[config.mk]
export PLATFORM = sky130hd
export DESIGN_NAME = cv32e40p_id_issue_ctrl
export DESIGN_NICKNAME = d
export VERILOG_FILES = /design/src/rtl/cv32e40p_pkg.sv /design/src/rtl/cv32e40p_id_ex_reg.sv /design/src/rtl/cv32e40p_id_issue_ctrl.sv
export SDC_FILE = /design/constraint.sdc
export NUM_CORES = 1
export LEC_CHECK = 0
export ABC_AREA = 1
export BUFFER_PORTS_ARGS = -buffer_cell sky130_fd_sc_hd__clkbuf_2
export CORE_ASPECT_RATIO = 1.4
export CORE_MARGIN = 5
export CORE_UTILIZATION = 25
export DETAILED_ROUTE_END_ITERATION = 12
export GPL_TIMING_DRIVEN = 0
export PLACE_DENSITY = 0.43
export SYNTH_ARGS = -nofsm -noshare
export SYNTH_HDL_FRONTEND = slang
export SYNTH_SLANG_ARGS = --single-unit
[constraint.sdc]
create_clock -name clk -period 3.93 [get_ports clk]
set_clock_uncertainty 0.2 [all_clocks]
set_input_delay 0.393 -clock clk [delete_from_list [all_inputs] [get_ports clk]]
set_output_delay 0.393 -clock clk [all_outputs]
set_load 0.005 [all_outputs]
[src/rtl/cv32e40p_pkg.sv]
// Shared types and constants for the ID-stage issue control slice.
package cv32e40p_pkg;

  typedef enum logic [1:0] {
    RUN     = 2'd0,
    DRAIN   = 2'd1,
    EXC_REQ = 2'd2,
    FLUSH   = 2'd3
  } id_issue_state_e;

  localparam int         EXC_CAUSE_W           = 5;
  localparam logic [4:0] EXC_CAUSE_FETCH_FAULT = 5'd1;
  localparam logic [4:0] EXC_CAUSE_ILLEGAL_C   = 5'd2;

endpackage

[src/rtl/cv32e40p_id_ex_reg.sv]
// One-entry ID/EX issue register: clear beats load, load beats drain, else hold.
module cv32e40p_id_ex_reg
  import cv32e40p_pkg::*;
(
  input  logic        clk,
  input  logic        rst,
  input  logic        load_i,
  input  logic        drain_i,
  input  logic        clear_i,
  input  logic [31:0] instr_i,
  input  logic [31:0] pc_i,
  input  logic        compressed_i,
  output logic        valid_o,
  output logic [31:0] instr_o,
  output logic [31:0] pc_o,
  output logic        compressed_o
);

  logic        valid_q, valid_d;
  logic [31:0] instr_q, instr_d;
  logic [31:0] pc_q, pc_d;
  logic        compressed_q, compressed_d;

  always_comb begin
    valid_d      = valid_q;
    instr_d      = instr_q;
    pc_d         = pc_q;
    compressed_d = compressed_q;
    if (clear_i) begin
      valid_d = 1'b0;
    end else if (load_i) begin
      valid_d      = 1'b1;
      instr_d      = instr_i;
      pc_d         = pc_i;
      compressed_d = compressed_i;
    end else if (drain_i) begin
      valid_d = 1'b0;
    end
  end

  always_ff @(posedge clk) begin
    if (rst) begin
      valid_q      <= 1'b0;
      instr_q      <= 32'd0;
      pc_q         <= 32'd0;
      compressed_q <= 1'b0;
    end else begin
      valid_q      <= valid_d;
      instr_q      <= instr_d;
      pc_q         <= pc_d;
      compressed_q <= compressed_d;
    end
  end

  assign valid_o      = valid_q;
  assign instr_o      = instr_q;
  assign pc_o         = pc_q;
  assign compressed_o = compressed_q;

endmodule

[src/rtl/cv32e40p_id_issue_ctrl.sv]
// ID-stage consumer of the IF/ID handshake: issues into EX and turns faulty
// entries into a held exception request, flushing the entry once acknowledged.
module cv32e40p_id_issue_ctrl
  import cv32e40p_pkg::*;
#(
  parameter int                   CAUSE_W           = EXC_CAUSE_W,
  parameter logic [CAUSE_W-1:0]   FETCH_FAULT_CAUSE = CAUSE_W'(EXC_CAUSE_FETCH_FAULT),
  parameter logic [CAUSE_W-1:0]   ILLEGAL_CAUSE     = CAUSE_W'(EXC_CAUSE_ILLEGAL_C)
) (
  input  logic               clk,
  input  logic               rst,
  input  logic               instr_valid_id_i,
  input  logic [31:0]        instr_rdata_id_i,
  input  logic [31:0]        pc_id_i,
  input  logic               is_compressed_id_i,
  input  logic               illegal_c_insn_id_i,
  input  logic               is_fetch_failed_i,
  input  logic               ex_ready_i,
  input  logic               flush_i,
  input  logic               exc_ack_i,
  output logic               id_ready_o,
  output logic               clear_instr_valid_o,
  output logic               halt_if_o,
  output logic               issue_valid_o,
  output logic [31:0]        issue_instr_o,
  output logic [31:0]        issue_pc_o,
  output logic               issue_compressed_o,
  output logic               exc_req_o,
  output logic [CAUSE_W-1:0] exc_cause_o,
  output logic [31:0]        exc_pc_o
);

  id_issue_state_e    state_q, state_d;
  logic               exc_req_q, exc_req_d;
  logic [CAUSE_W-1:0] exc_cause_q, exc_cause_d;
  logic [31:0]        exc_pc_q, exc_pc_d;

  logic free;
  logic exc_trig;
  logic load;
  logic clear_instr_valid;

  assign free     = ~issue_valid_o | ex_ready_i;
  assign exc_trig = is_fetch_failed_i | (instr_valid_id_i & illegal_c_insn_id_i);

  always_comb begin
    state_d           = state_q;
    exc_req_d         = exc_req_q;
    exc_cause_d       = exc_cause_q;
    exc_pc_d          = exc_pc_q;
    load              = 1'b0;
    clear_instr_valid = 1'b0;
    if (flush_i) begin
      state_d           = RUN;
      exc_req_d         = 1'b0;
      clear_instr_valid = 1'b1;
    end else begin
      unique case (state_q)
        RUN: begin
          if (exc_trig) begin
            // An already-empty issue register skips DRAIN entirely.
            state_d     = issue_valid_o ? DRAIN : EXC_REQ;
            exc_req_d   = ~issue_valid_o;
            exc_cause_d = is_fetch_failed_i ? FETCH_FAULT_CAUSE : ILLEGAL_CAUSE;
            exc_pc_d    = pc_id_i;
          end else if (instr_valid_id_i && free) begin
            load              = 1'b1;
            clear_instr_valid = 1'b1;
          end
        end
        DRAIN: begin
          if (!issue_valid_o) begin
            state_d   = EXC_REQ;
            exc_req_d = 1'b1;
          end
        end
        EXC_REQ: begin
          if (exc_ack_i) begin
            state_d   = FLUSH;
            exc_req_d = 1'b0;
          end
        end
        FLUSH: begin
          clear_instr_valid = 1'b1;
          state_d           = RUN;
        end
        default: state_d = RUN;
      endcase
    end
  end

  always_ff @(posedge clk) begin
    if (rst) begin
      state_q     <= RUN;
      exc_req_q   <= 1'b0;
      exc_cause_q <= '0;
      exc_pc_q    <= 32'd0;
    end else begin
      state_q     <= state_d;
      exc_req_q   <= exc_req_d;
      exc_cause_q <= exc_cause_d;
      exc_pc_q    <= exc_pc_d;
    end
  end

  cv32e40p_id_ex_reg u_id_ex_reg (
    .clk          (clk),
    .rst          (rst),
    .load_i       (load),
    .drain_i      (ex_ready_i),
    .clear_i      (flush_i),
    .instr_i      (instr_rdata_id_i),
    .pc_i         (pc_id_i),
    .compressed_i (is_compressed_id_i),
    .valid_o      (issue_valid_o),
    .instr_o      (issue_instr_o),
    .pc_o         (issue_pc_o),
    .compressed_o (issue_compressed_o)
  );

  assign id_ready_o          = (state_q == RUN) & free & ~flush_i;
  assign halt_if_o           = (state_q != RUN);
  assign clear_instr_valid_o = clear_instr_valid;
  assign exc_req_o           = exc_req_q;
  assign exc_cause_o         = exc_cause_q;
  assign exc_pc_o            = exc_pc_q;

endmodule

==> impl_metrics.py, run 1 <==
metrics = {
    "status": {
        "status": "complete, no violations",
    },
    "drt": {
        "via_per_inst": 4.18,
        "drt_iter0_markers": 189,
        "detail-route-antenna-nets": 0,
        "wl_um": 14500,
        "dr.pass1.iters": 4,
        "wl_per_cell_um": 13.7,
        "num_vias": 4436,
        "drc": 0,
    },
    "sta": {
        "final-hold-violation-count": 0,
        "fin_crit_sh_pct": 67.9,
        "hold_ws_ps": 54.0,
        "fin_setup_tns_ps": 0,
        "fmax_mhz": 375,
        "worstMarginPinSlew_ps": 642,
        "finalSetupViolCount": 0,
        "rsz0062_at_grt": "no",
        "drv_slew": 0,
        "slew_headroom_pct": 57.2,
        "finalCriticalPeriod_ps": 2670,
    },
    "worst_setup_path": {
        "crit_slowest_cell": "dfxtp_1",
        "crit_chain": "inv_1 > ha_1 > nand3_2 > nor2_4 > buf_6 > nor2_1 > o21ai_1 > clkbuf_2",
        "arrival_ps": 2070,
        "regToRegStartpoint": "state_q[0]",
        "r2r_slack_ps": 1840,
        "critical_path_class": "flop to output pin",
        "path_max_fanout": 10,
        "rr_worst_depth": 8,
        "critical_path.startpoint_type": "flop",
        "end_kind": "output pin",
        "required_ps": 3340,
        "r2r_end": "exc_pc_o[5]",
        "max_stage_delay_ps": 340,
    },
    "grt": {
        "grt_util_met3_pct": 5.16,
        "grt_util_all_layers_pct": 14.3,
        "grt-ovfl-total": 0,
        "grt_pass1_vias": 4502,
        "use_met2_pct": 24.2,
        "antenna_found_initial": 0,
        "grt_max_degree": 17,
        "met1_usage_pct": 16.6,
        "top_usage_layer": "met2",
        "grt_pass1_wl_um": 23100,
    },
    "placement": {
        "placedCellCount": 1044,
        "dpl.hpwl_um": 11200,
        "portBuffers": 176,
        "place_congestion": 0.728,
    },
    "synth": {
        "synth_area_per_cell_um2": 6.98,
        "yosysMostFrequentCell": "nor2_1",
        "synth-seq-cells": 103,
        "synth_ff_type": "dfxtp_1",
        "yosys_warnings": 0,
        "ys_seq_area_share_pct": 46.9,
        "syn_area_um2": 4400,
        "yosysUniqueCellTypes": 21,
        "synth_commonest_cells": "nor2_1 (140), dfxtp_1 (103), nand2_1 (82)",
        "synth_edf_count": 0,
        "syn_inst": 630,
        "synthArstFlopShare_pct": 0,
        "synth_top_area_share_pct": 46.9,
        "synthTopCellsByArea": "dfxtp_1 (47%), nor2_1 (12%), a21oi_1 (8.0%), nand3_1 (7.6%), nand2_1 (7.0%)",
        "yosys.area.top_type": "dfxtp_1",
    },
    "worst_hold_path": {
        "hp-class": "input pin to flop",
        "whs_endpoint": "exc_cause_o[1]",
        "worstHoldStart": "rst",
        "holdPathStages": 2,
    },
    "floorplanning": {
        "die_w_um": 122,
        "die_y_um": 167,
        "die-area_um2": 20400,
        "core_area_um2": 17300,
        "ios": 180,
        "rows": 57,
        "start_util_pct": 25.4,
    },
    "clock_tree": {
        "clock_sinks": 103,
        "clk_latency_ps": 350,
        "htreeDepth": 3,
        "cts_buffer_depth": 2,
        "post_cts_buffers": 0,
        "clkTransAtPathRegs_ps": 70,
        "tritoncts": "built",
        "cts_hold_buf": 0,
        "ctsResizeCount": 0,
        "clock-root-buffer": "clkbuf_16",
        "cts_buffers": 9,
    },
    "finish": {
        "final_util_pct": 33.8,
        "fillers": 2006,
        "final-instance-count-excl-fill": 1060,
        "drive_above_1_share_pct": 26.2,
        "diodes": 0,
        "nets": 896,
        "area_delta_synth_final_pct": 33.2,
    },
    "flow_run": {
        "maxCapViolCount": 0,
    },
    "power_and_ir_drop": {
        "p_per_area_nw_per_um2": 405,
        "peakVddDrop_mv": 0.157,
        "power_mw": 2.38,
        "p_leak_nw": 2.99,
    },
}
placed cells by master, fill, tap and decap left out, types with 24 or more instances in the layout:
cell / instances
clkbuf_2: 176
nor2_1: 140
dfxtp_1: 103
clkbuf_1: 24
nand2_1: 82
inv_1: 73
o21ai_0: 34
a21oi_1: 70
nand3_1: 67
cell type report:
cell class / instances / area, µm² / area share, %
Inverter: 77 / 289 / 4.93
Buffer: 47 / 265 / 4.53
Clock buffer: 11 / 243 / 4.14
Timing Repair Buffer: 176 / 881 / 15.0
Tap cell: 236 / 295 / 5.04
Sequential cell: 103 / 2060 / 35.2
Multi-Input combinational cell: 405 / 1790 / 30.6
Clock inverter: 5 / 33.8 / 0.576
registers in the layout, indices dropped and copies added (netlist names):
name / cells
u_id_ex_reg.instr_o: 32
state_q: 2
u_id_ex_reg.compressed_o: 1
exc_pc_o: 32
u_id_ex_reg.valid_o: 1
exc_cause_o: 2
u_id_ex_reg.pc_o: 32
exc_req_o: 1
routing by layer:
layer  share of wire, %  vias up
li1                   -     2345
met1                 42     1949
met2                 48      129
met3                8.3       13
met4                1.7        0
met5                  0        -
worst max-delay path by stage:
stage	depth (start not counted)	from	end	slack [ps]
6_report	8	state_q[0]	clear_instr_valid_o	1260
5_1_grt	8	state_q[0]	clear_instr_valid_o	1080
4_1_cts	8	state_q[0]	clear_instr_valid_o	1170
3_5_place_dp	6	flush_i	clear_instr_valid_o	1320
3_3_place_gp	6	flush_i	clear_instr_valid_o	1320
2_1_floorplan	7	state_q[0]	clear_instr_valid_o	2070
where the power goes:
| group | switching [mW] | leakage [nW] | total (mW) | internal, mW |
|---|---|---|---|---|
| Sequential | 0.0329 | 0.843 | 1.14 | 1.11 |
| Clock | 0.421 | 0.132 | 0.868 | 0.447 |
| Combinational | 0.215 | 2.02 | 0.369 | 0.153 |
worst max-delay path, delay by kind of cell (launching register included):
| family | cells | cell delay (ps) |
|---|---|---|
| buffers and inverters | 3 | 460 |
| and+or+nand+nor | 3 | 460 |
| DFF | 1 | 340 |
| adders and majority gates | 1 | 300 |
| AOI/OAI and AO/OA | 1 | 150 |
kinds of logic after synthesis:
family | Yosys count | synth area share, %
and+or+nand+nor | 292 | 27.2
buffers and inverters | 124 | 12.6
AOI/OAI and AO/OA | 106 | 12.1
DFF | 103 | 46.9
adders and majority gates | 4 | 1.14
other | 1 | 0.0852
through the flow:
step           worst slack, ps  area [µm²]
2_1_floorplan             2070        4410
3_3_place_gp              1320        5580
3_5_place_dp              1320        5580
4_1_cts                   1170        5860
5_1_grt                   1080        5860
6_report                  1260        5860
No activity file was read; power rests on OpenSTA's default activity.
==> run 2, diff against run 1 <==
Settings changed: PLACE_DENSITY 0.43 to 0.45.
Clock period 3.93 ns to 2.24 ns, I/O delays scaled along.
==> impl_metrics.py, run 2 (synthesis results as in run 1) <==
metrics = {
    "drt": {
        "num_vias": 4731,
        "wl_per_cell_um": 13.4,
        "dr.pass1.iters": 4,
        "via_per_inst": 4.20,
        "wl_um": 15100,
        "detail-route-antenna-nets": 0,
        "drc": 0,
        "drt_iter0_markers": 160,
    },
    "status": {
        "status": "complete, no violations",
    },
    "finish": {
        "final-instance-count-excl-fill": 1127,
        "drive_above_1_share_pct": 25.0,
        "final_util_pct": 37.9,
        "final_common_cell": "clkbuf_2",
        "fillers": 1928,
        "nets": 963,
        "diodes": 0,
        "area_delta_synth_final_pct": 49.3,
        "layout_common_cells": "clkbuf_2 (176), nor2_1 (140), dfxtp_1 (101), nand2_1 (82), inv_1 (71)",
    },
    "clock_tree": {
        "htreeDepth": 3,
        "clkTransAtPathRegs_ps": 70,
        "clock-root-buffer": "clkbuf_16",
        "clk_latency_ps": 350,
        "tritoncts": "built",
        "cts_buffers": 9,
        "cts_buffer_depth": 2,
        "clock_sinks": 103,
    },
    "placement": {
        "place_ws_ps": -19.0,
        "dpl.hpwl_um": 11200,
        "portBuffers": 176,
        "placedCellCount": 1044,
        "place_congestion": 0.740,
    },
    "worst_setup_path": {
        "path_max_fanout": 6,
        "max_stage_delay_ps": 340,
        "regToRegStartpoint": "state_q[1]",
        "arrival_ps": 1700,
        "rr_worst_depth": 10,
        "crit_family": "buffers and inverters",
        "r2r_end": "u_id_ex_reg.pc_o[21]",
        "critical_path_class": "flop to output pin",
        "r2r_slack_ps": 300,
        "critical_path.startpoint_type": "flop",
        "crit_slowest_cell": "dfxtp_2",
        "crit_buf_inv": 3,
        "required_ps": 1820,
        "crit_chain": "inv_2 > ha_4 > nand3_4 > nor2_4 > buf_12 > nor2_1 > o21ai_1 > clkbuf_2",
        "end_kind": "output pin",
    },
    "flow_run": {
        "maxCapViolCount": 0,
    },
    "floorplanning": {
        "die_y_um": 167,
        "die-area_um2": 20400,
        "start_util_pct": 25.4,
        "die_w_um": 122,
        "core_area_um2": 17300,
        "ios": 180,
        "rows": 57,
    },
    "worst_hold_path": {
        "hp-class": "input pin to flop",
        "worstHoldStart": "ex_ready_i",
        "whs_endpoint": "u_id_ex_reg.valid_o",
        "holdPathStages": 4,
    },
    "grt": {
        "grt_util_met3_pct": 4.27,
        "grt_pass1_wl_um": 24400,
        "grt_max_degree": 17,
        "antenna_found_initial": 0,
        "top_usage_layer": "met2",
        "met1_usage_pct": 16.8,
        "grt_pass1_vias": 4796,
        "use_met2_pct": 27.1,
        "grt_util_all_layers_pct": 15.1,
        "grt-ovfl-total": 0,
    },
    "power_and_ir_drop": {
        "p_leak_nw": 3.29,
        "p_per_area_nw_per_um2": 647,
        "peakVddDrop_mv": 0.297,
        "power_mw": 4.25,
    },
    "sta": {
        "finalSetupViolCount": 0,
        "final-hold-violation-count": 0,
        "fmax_mhz": 471,
        "rsz0062_at_grt": "no",
        "fin_setup_tns_ps": 0,
        "worstMarginPinSlew_ps": 564,
        "fin_crit_sh_pct": 94.7,
        "drv_slew": 0,
        "finalCriticalPeriod_ps": 2120,
        "postLayoutSetupSlackWorst_ps": 118,
        "slew_headroom_pct": 62.2,
    },
}
[run 2: cell count changes in the layout (fill, tap and decap cells not counted), sizes merged]
cell and delta:
dlygate4sd3 +67, buf +2, clkbuf -2
[run 2: worst max-delay path by stage]
stage                     startpoint             endpoint  slack [ps]  cells past startpoint
after detailed placement     flush_i  clear_instr_valid_o         -20                      6
after global placement       flush_i  clear_instr_valid_o         -60                      6
after floorplan           state_q[0]  clear_instr_valid_o         550                      7
after CTS                 state_q[0]  clear_instr_valid_o           4                      8
final                     state_q[1]  clear_instr_valid_o         120                      8
after global routing      state_q[1]  clear_instr_valid_o          10                      8
[run 2: what timing repair did]
action                                  4_1_cts  5_1_grt
hold buffers                                 67        0
setup buffers                                 2        0
endpoints found under the setup margin        1       11
endpoints found under the hold margin        77        0
gates resized for setup                       5        4
pin swaps                                     1        2
[run 2: power breakdown]
part	total, mW	internal [mW]	switching [mW]
combinational	0.752	0.353	0.399
clock	1.50	0.784	0.717
sequential	2.00	1.94	0.0580
[run 2: worst min-delay path: stages]
cell	delay, ps
clkbuf_2	80
inv_1	90
a21oi_1	70
nor2_1	70
[run 2: through the flow]
step                      area [µm²]  hold slack, ps
after floorplan                 4410            93.1
after global routing            6570            56.2
after CTS                       6570            9.33
after global placement          5580             246
after detailed placement        5580             244
final                           6570            18.4
[run 2: final cells by class]
class	instances	area (µm²)	share of cell area (%)
Buffer	45	267	4.06
Clock buffer	11	243	3.69
Clock inverter	5	33.8	0.514
Inverter	77	289	4.40
Multi-Input combinational cell	405	1810	27.6
Sequential cell	103	2060	31.4
Tap cell	236	295	4.49
Timing Repair Buffer	245	1570	23.8
[run 2: routing by layer]
layer  vias up  wire [µm]  part of all wire [%]
li1       2478          -                     -
met1      2108       6190                    41
met2       127       7580                    50
met3        18       1040                   6.9
met4         0        265                   1.8
met5         -          0                     0
==> run 3, diff against run 2 <==
Settings changed: CORE_UTILIZATION 25 to 43, GPL_TIMING_DRIVEN 0 to not set, HOLD_SLACK_MARGIN set to 0.12, PLACE_DENSITY 0.45 to 0.71.
==> impl_metrics.py, run 3 (synthesis results as in run 1) <==
metrics = {
    "status": {
        "status": "complete, no violations",
    },
    "placement": {
        "portBuffers": 176,
        "place_congestion": 0.771,
        "place_area_um2": 5320,
        "dpl.hpwl_um": 8330,
    },
    "finish": {
        "area_delta_synth_final_pct": 42.8,
        "final-seq-area_um2": 2060,
        "final_common_cell": "clkbuf_2",
        "layout_common_cells": "clkbuf_2 (176), nor2_1 (140), dfxtp_1 (103), nand2_1 (82), inv_1 (73)",
        "nets": 928,
        "drive_above_1_share_pct": 24.0,
        "design_area_um2": 6290,
        "multi_input_area_um2": 1790,
        "fillers": 845,
    },
    "power_and_ir_drop": {
        "intPower_mw": 3.03,
        "p_sw_share_pct": 26.4,
        "seqPwrFrac_pct": 48.7,
        "peakVddDrop_mv": 0.399,
        "p_sw_mw": 1.09,
        "p_leak_nw": 3.20,
        "p_per_area_nw_per_um2": 655,
        "p_clk_share_pct": 33.9,
        "comb_power_share_pct": 17.4,
    },
    "sta": {
        "finalSetupViolCount": 0,
        "slew_headroom_pct": 62.3,
        "final-hold-violation-count": 0,
        "fin_crit_sh_pct": 93.4,
        "drv_slew": 0,
        "worstMarginPinSlew_ps": 566,
        "rsz0062_at_grt": "no",
        "finalCriticalPeriod_ps": 2090,
        "fmax_mhz": 478,
        "fin_setup_tns_ps": 0,
    },
    "grt": {
        "grt_util_all_layers_pct": 20.9,
        "grt-ovfl-total": 0,
        "grt_util_met3_pct": 7.04,
        "top_usage_layer": "met2",
        "met1_usage_pct": 22.9,
        "antenna_found_initial": 0,
        "use_met2_pct": 37.4,
        "grt_pass1_wl_um": 20700,
        "grt_max_degree": 132,
        "grt_pass1_vias": 4456,
    },
    "floorplanning": {
        "die_w_um": 95.5,
        "start_util_pct": 44.2,
        "die_y_um": 130,
        "rows": 43,
        "core_area_um2": 9950,
        "ios": 180,
        "die-area_um2": 12400,
    },
    "drt": {
        "detail-route-antenna-nets": 0,
        "via_per_inst": 4.74,
        "wl_um": 13000,
        "wl_per_cell_um": 13.1,
        "drc": 0,
        "drt_iter0_markers": 156,
        "dr.pass1.iters": 5,
        "num_vias": 4694,
    },
    "worst_setup_path": {
        "end_kind": "output pin",
        "max_stage_delay_ps": 540,
        "critical_path.startpoint_type": "input pin",
        "critical_path_class": "input pin to output pin",
        "path_max_fanout": 131,
        "arrival_ps": 1670,
        "crit_buf_inv": 5,
        "r2r_slack_ps": 240,
        "critPathMostFrequentCell": "clkbuf_2",
        "required_ps": 1820,
        "crit_family": "buffers and inverters",
        "crit_slowest_cell": "dlygate4sd3_1",
        "crit_chain": "dlygate4sd3_1 > clkbuf_2 > inv_4 > buf_12 > o21ai_1 > clkbuf_2",
    },
    "clock_tree": {
        "htreeDepth": 3,
        "cts_buffers": 9,
        "cts_buffer_depth": 2,
        "tritoncts": "built",
        "clock_sinks": 103,
        "clock-root-buffer": "clkbuf_16",
        "clkTransAtPathRegs_ps": 70,
        "clk_latency_ps": 340,
    },
    "worst_hold_path": {
        "hp-class": "input pin to flop",
    },
    "flow_run": {
        "maxCapViolCount": 0,
    },
}
-- run 3: metrics by stage --
stage | std cells | setup slack [ps] | util [%] | power [mW] | hold slack (ps)
2_1_floorplan | 632 | 550 | - | 2.40 | 93.1
3_3_place_gp | 904 | 362 | 53.4 | 2.64 | 225
3_5_place_dp | 904 | 237 | 53.4 | 2.66 | 233
4_1_cts | 988 | 16.0 | 63.0 | 4.16 | 160
5_1_grt | 990 | 38.5 | 63.1 | 4.34 | 236
6_report | 991 | 147 | 63.2 | 4.11 | 223
-- run 3: layout make-up --
type                            count  area share [%]
Inverter                           77            4.64
Clock inverter                      3           0.338
Timing Repair Buffer              255            27.2
Multi-Input combinational cell    405            28.5
Antenna cell                        1          0.0398
Tap cell                          135            2.69
Clock buffer                       12            3.76
Sequential cell                   103            32.8
-- run 3: power by group through the flow --
stage          combinational, mW  clock [mW]  sequential (mW)
2_1_floorplan              0.353           0             2.05
3_3_place_gp               0.598           0             2.04
3_5_place_dp               0.613           0             2.04
4_1_cts                    0.707        1.45             2.00
5_1_grt                    0.804        1.52             2.01
6_report                   0.716        1.40             2.00
-- run 3: what timing repair did --
| item | in CTS | in global routing |
|---|---|---|
| endpoints found under the setup margin | 0 | 1 |
| hold buffers | 69 | 0 |
| hold endpoints to repair | 103 | 0 |
| resized for setup | 0 | 1 |
| buffers inserted | 0 | 2 |
-- run 3: final timing paths --
kind | start | to | cells past startpoint
setup / recovery | flush_i | clear_instr_valid_o | 6
hold / removal | exc_ack_i | exc_req_o | 5
setup reg to reg | state_q[1] | u_id_ex_reg.pc_o[6] | 9
hold reg to reg | exc_cause_o[1] | exc_cause_o[1] | 2
-- run 3: routing by layer --
| metal | vias up | share of wire (%) |
|---|---|---|
| met3 | 26 | 7.7 |
| li1 | 2407 | - |
| met2 | 154 | 51 |
| met1 | 2107 | 39 |
| met5 | - | 0 |
| met4 | 0 | 2.1 |
-- run 3: worst reg2reg max path: cells and delay by family (launching register included) --
kind / cells / cell delay (ps)
buffers and inverters: 3 / 490
DFF: 1 / 350
and+or+nand+nor: 5 / 610
adders and majority gates: 1 / 240
